**src/rtl/int_acc_driver_if.sv**
```systemverilog
// 32-bit valid/ready stream channel between the accumulator driver and the
// accumulator under test. sink/master is the side that drives valid and data;
// source/slave is the side that drives ready.
interface int_acc_driver_if;
    logic        valid;
    logic        ready;
    logic [31:0] data;

    modport sink   (output valid, output data, input  ready);
    modport source (input  valid, input  data, output ready);
    modport master (output valid, output data, input  ready);
    modport slave  (input  valid, input  data, output ready);
endinterface

```
**src/rtl/int_acc_driver.sv**
```systemverilog
// int_acc_driver: sends a bounded arithmetic sequence of 32-bit words to an
// accumulator, keeps its own running sum, and checks each running-total
// response against a FIFO of expected totals. Reports done/pass/errCount.
// Optional watchdog: define INT_ACC_DRIVER_TIMEOUT_EN to abort the run when
// no response arrives for TIMEOUT cycles while words are outstanding.
module int_acc_driver #(
    parameter int unsigned NUM_WORDS       = 16,
    parameter logic [31:0] START           = 32'd1,
    parameter logic [31:0] STEP            = 32'd1,
    parameter int unsigned MAX_OUTSTANDING = 2,
    parameter int unsigned TIMEOUT         = 1000
) (
    input  logic                   clk,
    input  logic                   rstn,
    int_acc_driver_if.sink         ints,
    int_acc_driver_if.source       totalIn,
    output logic                   done,
    output logic                   pass,
    output logic [15:0]            errCount,
    output logic                   timeout
);
    localparam int CNT_W = $clog2(MAX_OUTSTANDING + 1);
    localparam int PTR_W = (MAX_OUTSTANDING > 1) ? $clog2(MAX_OUTSTANDING) : 1;

    if (NUM_WORDS < 1 || NUM_WORDS > 65535 || MAX_OUTSTANDING < 1 ||
        MAX_OUTSTANDING > 8 || TIMEOUT < 1) begin : g_bad_params
        $error("int_acc_driver: parameter out of range");
    end

    typedef enum logic [1:0] {RUN, DRAIN, DONE} state_t;

    state_t           state, state_next;
    logic [31:0]      fifo [MAX_OUTSTANDING];
    logic [PTR_W-1:0] wr_ptr, rd_ptr;
    logic [CNT_W-1:0] outstanding, outstanding_next;
    logic [15:0]      sent_count, err_next;
    logic [31:0]      send_data, run_sum, sum_next;
    logic             send_valid, rsp_ready;
    logic             accept, respond, pop, mismatch, timeout_next;

    // Saturating error counter increment; never wraps back to zero.
    function automatic logic [15:0] sat_inc(input logic [15:0] v);
        return (v == 16'hFFFF) ? v : v + 16'd1;
    endfunction

    // Circular pointer advance over a FIFO that need not be a power of two.
    function automatic logic [PTR_W-1:0] ptr_inc(input logic [PTR_W-1:0] p);
        return (p == PTR_W'(MAX_OUTSTANDING - 1)) ? '0 : p + 1'b1;
    endfunction

    assign ints.valid    = send_valid;
    assign ints.data     = send_data;
    assign totalIn.ready = rsp_ready;

`ifdef INT_ACC_DRIVER_TIMEOUT_EN
    localparam int IDLE_W = $clog2(TIMEOUT + 1);
    logic [IDLE_W-1:0] idle_cnt;
    logic              idle_tick;
    assign idle_tick = (state != DONE) && (outstanding != '0) && !respond;
`endif

    // Handshake decode, response check and next-state selection.
    always_comb begin
        accept           = send_valid && ints.ready;
        respond          = totalIn.valid && rsp_ready;
        pop              = respond && (outstanding != '0);
        // Pop compares against the current head, before any same-edge push.
        mismatch         = respond && ((outstanding == '0) || (totalIn.data != fifo[rd_ptr]));
        err_next         = mismatch ? sat_inc(errCount) : errCount;
        sum_next         = run_sum + send_data;
        outstanding_next = outstanding + CNT_W'(accept) - CNT_W'(pop);
        timeout_next     = timeout;
`ifdef INT_ACC_DRIVER_TIMEOUT_EN
        if (idle_tick && (idle_cnt == IDLE_W'(TIMEOUT - 1)))
            timeout_next = 1'b1;
`endif
        state_next = state;
        case (state)
            RUN:     if (accept && (sent_count == 16'(NUM_WORDS - 1))) state_next = DRAIN;
            DRAIN:   if (outstanding_next == '0) state_next = DONE;
            default: state_next = DONE;
        endcase
        if (timeout_next)
            state_next = DONE;
    end

    // Run FSM, expected-total FIFO and all registered outputs.
    always_ff @(posedge clk or negedge rstn) begin
        if (!rstn) begin
            state       <= RUN;
            send_valid  <= 1'b0;
            send_data   <= START;
            rsp_ready   <= 1'b0;
            done        <= 1'b0;
            pass        <= 1'b0;
            errCount    <= '0;
            timeout     <= 1'b0;
            sent_count  <= '0;
            run_sum     <= '0;
            outstanding <= '0;
            wr_ptr      <= '0;
            rd_ptr      <= '0;
            for (int i = 0; i < int'(MAX_OUTSTANDING); i++)
                fifo[i] <= '0;
`ifdef INT_ACC_DRIVER_TIMEOUT_EN
            idle_cnt    <= '0;
`endif
        end else begin
            state       <= state_next;
            // valid only when the word could be accepted without overrunning the FIFO
            send_valid  <= (state_next == RUN) && (outstanding_next < CNT_W'(MAX_OUTSTANDING));
            rsp_ready   <= (state_next != DONE);
            done        <= (state_next == DONE);
            pass        <= (state_next == DONE) && (err_next == '0) && !timeout_next;
            errCount    <= err_next;
            timeout     <= timeout_next;
            outstanding <= outstanding_next;
            if (accept) begin
                sent_count   <= sent_count + 16'd1;
                run_sum      <= sum_next;
                fifo[wr_ptr] <= sum_next;
                wr_ptr       <= ptr_inc(wr_ptr);
                send_data    <= send_data + STEP;
            end
            if (pop)
                rd_ptr <= ptr_inc(rd_ptr);
`ifdef INT_ACC_DRIVER_TIMEOUT_EN
            idle_cnt <= idle_tick ? idle_cnt + 1'b1 : '0;
`endif
        end
    end
endmodule

```
**src/flat_wrapper.sv**
```systemverilog
// flat-port wrapper written by rule: the top's interface ports become plain ports
module int_acc_driver_flat 
#(
    parameter int unsigned NUM_WORDS       = 16,
    parameter logic [31:0] START           = 32'd1,
    parameter logic [31:0] STEP            = 32'd1,
    parameter int unsigned MAX_OUTSTANDING = 2,
    parameter int unsigned TIMEOUT         = 1000
)
  (clk, rstn, done, pass, errCount, timeout, ints_valid, ints_data, ints_ready, totalIn_valid, totalIn_data, totalIn_ready);
  int_acc_driver_if ints_i ();
  int_acc_driver_if totalIn_i ();
  input  logic clk;
  input  logic rstn;
  output logic done;
  output logic pass;
  output logic [15:0] errCount;
  output logic timeout;
  output wire logic [$bits(ints_i.valid)-1:0] ints_valid;
  output wire logic [$bits(ints_i.data)-1:0] ints_data;
  input wire logic [$bits(ints_i.ready)-1:0] ints_ready;
  input wire logic [$bits(totalIn_i.valid)-1:0] totalIn_valid;
  input wire logic [$bits(totalIn_i.data)-1:0] totalIn_data;
  output wire logic [$bits(totalIn_i.ready)-1:0] totalIn_ready;
  assign ints_valid = ints_i.valid;
  assign ints_data = ints_i.data;
  assign ints_i.ready = ints_ready;
  assign totalIn_i.valid = totalIn_valid;
  assign totalIn_i.data = totalIn_data;
  assign totalIn_ready = totalIn_i.ready;
  int_acc_driver #(.NUM_WORDS(NUM_WORDS), .START(START), .STEP(STEP), .MAX_OUTSTANDING(MAX_OUTSTANDING), .TIMEOUT(TIMEOUT)) u_core (.clk(clk), .rstn(rstn), .ints(ints_i), .totalIn(totalIn_i), .done(done), .pass(pass), .errCount(errCount), .timeout(timeout));
endmodule
```
**config.mk**
```make
export PLATFORM = sky130hd
export DESIGN_NAME = int_acc_driver_flat
export DESIGN_NICKNAME = d
export VERILOG_FILES = /design/src/rtl/int_acc_driver_if.sv /design/src/rtl/int_acc_driver.sv /design/src/flat_wrapper.sv
export SDC_FILE = /design/constraint.sdc
export NUM_CORES = 1
export LEC_CHECK = 0
export ABC_AREA = 1
export BUFFER_PORTS_ARGS = -buffer_cell sky130_fd_sc_hd__buf_2
export CAP_MARGIN = 5
export CELL_PAD_IN_SITES_DETAIL_PLACEMENT = 0
export CELL_PAD_IN_SITES_GLOBAL_PLACEMENT = 2
export CORE_AREA = 2 2 173 175
export CTS_CLUSTER_DIAMETER = 120
export DETAILED_ROUTE_END_ITERATION = 10
export DIE_AREA = 0 0 175 177
export PLACE_DENSITY_LB_ADDON = 0.15
export SYNTH_ARGS = -nofsm -noshare
export SYNTH_HDL_FRONTEND = slang
export SYNTH_SLANG_ARGS = --single-unit
```
**constraint.sdc**
```tcl
create_clock -name clk -period 2.95 [get_ports clk]
set_input_delay 0.1475 -clock clk [delete_from_list [all_inputs] [get_ports clk]]
set_output_delay 0.1475 -clock clk [all_outputs]
set_load 0.01 [all_outputs]
```
==> flow_summary_export.csv <==
group,metric,value,unit
run_status,status,"completed",
die,ios,89,
clock_tree,cts_tree,"done",
final_layout,layout_common_cells,"nand2_1, dfrtp_1, inv_1, nand3_1, o21ai_0",
logic_synthesis,async_flop_share,100,%
die,start_util,34.5,%
logic_synthesis,ys_ff_latch,170,
die,die_y,177,um
power_and_ir_drop,p_leak,6.09,nW
clock_tree,cts_setup_buffers,0,
setup_path,cp.arrival,3.00,ns
sta,finalCriticalPeriod,2.69,ns
sta,final_hold_viol_count,0,
clock_tree,clk_latency,0.43,ns
power_and_ir_drop,p_total,0.00475,W
global_routing,grt_overflow_total,0,
power_and_ir_drop,irDropWorstVdd,0.346,mV
logic_synthesis,syn-num-nets,1405,
logic_synthesis,synth_area,0.0101,mm2
setup_path,path_max_fanout,5,
logic_synthesis,ys.flop_type,"dfrtp_1",
sta,tns,0,ns
hold_path,hold_start,"totalIn_valid",
logic_synthesis,synth_edf_count,0,
drt,initialDrtViolationCount,579,
global_routing,antenna_found_initial,1,
placed_design,post-place-ws,0.213,ns
placed_design,place_congestion,0.832,
die,core-area,0.0292,mm2
global_routing,grtUsageTotal,19.4,%
global_routing,grt_pass1_wl,47.1,mm
drt,post_drt_wl_per_cell,15.5,um
drt,drt-pass1-iter-count,5,
sta,relSlewSlack,54.0,%
drt,dr_total_vias,8620,
sta,finalWorstSetupSlack,0.261,ns
clock_tree,root_buffer,"clkbuf_16",
final_layout,syn_to_final_growth,15.7,%
hold_path,hold_path_class,"primary input to flip-flop",
clock_tree,htree_levels,4,
die,dieArea,0.0310,mm2
logic_synthesis,syn_avg_cell_area,7.57,um2
power_and_ir_drop,p_per_area,407,mW/mm2
sta,rsz0062_at_grt,"false",
sta,worst-slew-pin-transition,0.685,ns
logic_synthesis,ys.warnings.count,0,
setup_path,path_class,"flip-flop to flip-flop",
sta,fmax,372,MHz
drt,drc,0,
sta,drv_slew,0,
placed_design,dp_hpwl,21.8,mm
setup_path,cp-start-kind,"flip-flop",
logic_synthesis,ys_seq_area_share,42.2,%
logic_synthesis,syn_inst,1332,
clock_tree,numClockSinks,170,
final_layout,final_common_cell,"nand2_1",
drt,antenna_left,0,
sta,whs,0.137,ns
final_layout,drive_gt1_share,12.4,%
logic_synthesis,synthDistinctLibCells,50,
setup_path,startpoint,"u_core.ints.data[2]$_DFFE_PN0P_",
sta,setup_viol,0,
run,cap_violations,0,
clock_tree,cts_buffers,17,
final_layout,n_fill_cell,3118,
global_routing,grt_pass1_vias,8536,
sta,finalCritPeriodShare,91.1,%
die,die_w,175,um
placed_design,io_buffers,87,
setup_path,worstPathRequired,3.26,ns
clock_tree,path_clk_slew,0.07,ns
clock_tree,clk_path_buf_depth,2,
setup_path,reg2reg_from,"u_core.ints.data[2]$_DFFE_PN0P_",
sta,skew,0.0106,ns
final_layout,fin_nets,1508,
drt,vias_per_cell,4.69,
global_routing,grt_max_degree,61,
die,rows,63,
drt,routed_wirelength,28.4,mm
setup_path,endpoint_kind,"flip-flop",
layout make-up:
| cell class | count | area [um2] | share of cell area, % |
|---|---|---|---|
| sequential | 170 | 4260 | 36.5 |
| tap | 390 | 488 | 4.18 |
| clock buffer | 19 | 433 | 3.71 |
| antenna | 1 | 2.50 | 0.0214 |
| timing repair buffer | 113 | 689 | 5.91 |
| inverter | 137 | 514 | 4.41 |
| multi-input combinational | 996 | 5140 | 44.1 |
| clock inverter | 13 | 144 | 1.23 |
metrics by stage:
step	cell area [um2]	instances	utilization (%)
final	11700	1839	39.9
after global routing	11700	1838	39.9
after CTS	11700	1838	39.9
after detailed placement	11100	1805	37.9
after global placement	11100	1805	37.9
after floorplan	10100	1332	-
where the power goes:
group | total, W | internal [W] | switching, W
Combinational | 0.000151 | 0.0000484 | 0.000103
Clock | 0.00227 | 0.00126 | 0.00101
Sequential | 0.00233 | 0.00233 | 0
per-layer routing:
metal	wire [um]	vias up	GRT usage, %	part of all wire, %
li1	-	4518	-	-
met1	15000	3983	28.7	53
met2	12500	110	30.3	44
met3	705	9	2.51	2.5
met4	200	0	3.89	0.70
met5	0	-	0	0
cell families (layout without fill, tap and decap cells):
group	count (synthesis)	count (layout)	synth area share [%]
buf+inv	166	282	6.85
xor+xnor	72	72	6.25
flops	170	170	42.2
other cells	1	2	0.0372
simple gates	726	726	31.3
compound gates	160	160	8.71
fa+ha+maj	37	37	4.66
registers in the layout (all words and copies together), names as in the netlist:
| signal | cells |
|---|---|
| u_core.ints.data | 32 |
| u_core.pass | 1 |
| u_core.sent_count | 16 |
| u_core.totalIn.ready | 1 |
| u_core.done | 1 |
| u_core.errCount | 16 |
| u_core.wr_ptr | 1 |
| u_core.fifo | 64 |
| u_core.ints.valid | 1 |
| u_core.run_sum | 32 |
| u_core.state | 2 |
| u_core.rd_ptr | 1 |
| u_core.outstanding | 2 |
cell usage after synthesis, drive strengths merged, types with 5 or more instances:
cell type	number	area share [%]
a21o	6	0.45
a21oi	36	1.8
a31oi	5	0.31
buf	11	1.1
clkbuf	18	0.67
dfrtp	169	42
ha	36	4.5
inv	137	5.1
nand2	458	17
nand3	107	5.6
nand3b	15	1.2
nand4	23	1.5
nor2	89	3.4
nor3	18	1.0
nor4	6	0.58
o21ai	93	4.6
or2	7	0.43
xnor2	32	2.8
xor2	40	3.5
worst max-delay path, stage by stage (launching register included):
cell,delay (ns)
dfrtp_1,0.43
ha_1,0.37
a21oi_1,0.16
nand2_1,0.11
nand3_1,0.09
nand2_1,0.09
a21oi_1,0.31
o21ai_0,0.23
nand2_1,0.10
nand2_1,0.10
nand2_1,0.07
nand2_1,0.08
or2_2,0.31
nand3_1,0.08
nand2_1,0.05
final timing paths:
| path | slack [ns] | depth (start not counted) | end |
|---|---|---|---|
| setup reg to reg | 0.26 | 14 | u_core.run_sum[27]$_DFFE_PN0P_ |
| hold / removal | 0.14 | 4 | u_core.rd_ptr$_DFFE_PN0P_ |
| setup / recovery | 0.26 | 14 | u_core.run_sum[27]$_DFFE_PN0P_ |
| min in group asynchronous | 0.26 | 2 | u_core.fifo[0]$_DFFE_PN0P_ |
| hold reg to reg | 0.47 | 1 | u_core.sent_count[15]$_DFFE_PN0P_ |
| max in group asynchronous | 1.93 | 3 | u_core.fifo[4]$_DFFE_PN0P_ |
timing repair:
item | in CTS | in global routing
hold buffers | 1 | 0
resized for setup | 0 | 2
endpoints found under the hold margin | 51 | 0
endpoints found under the setup margin | 0 | 9
Power figures use the tool's default switching activity.
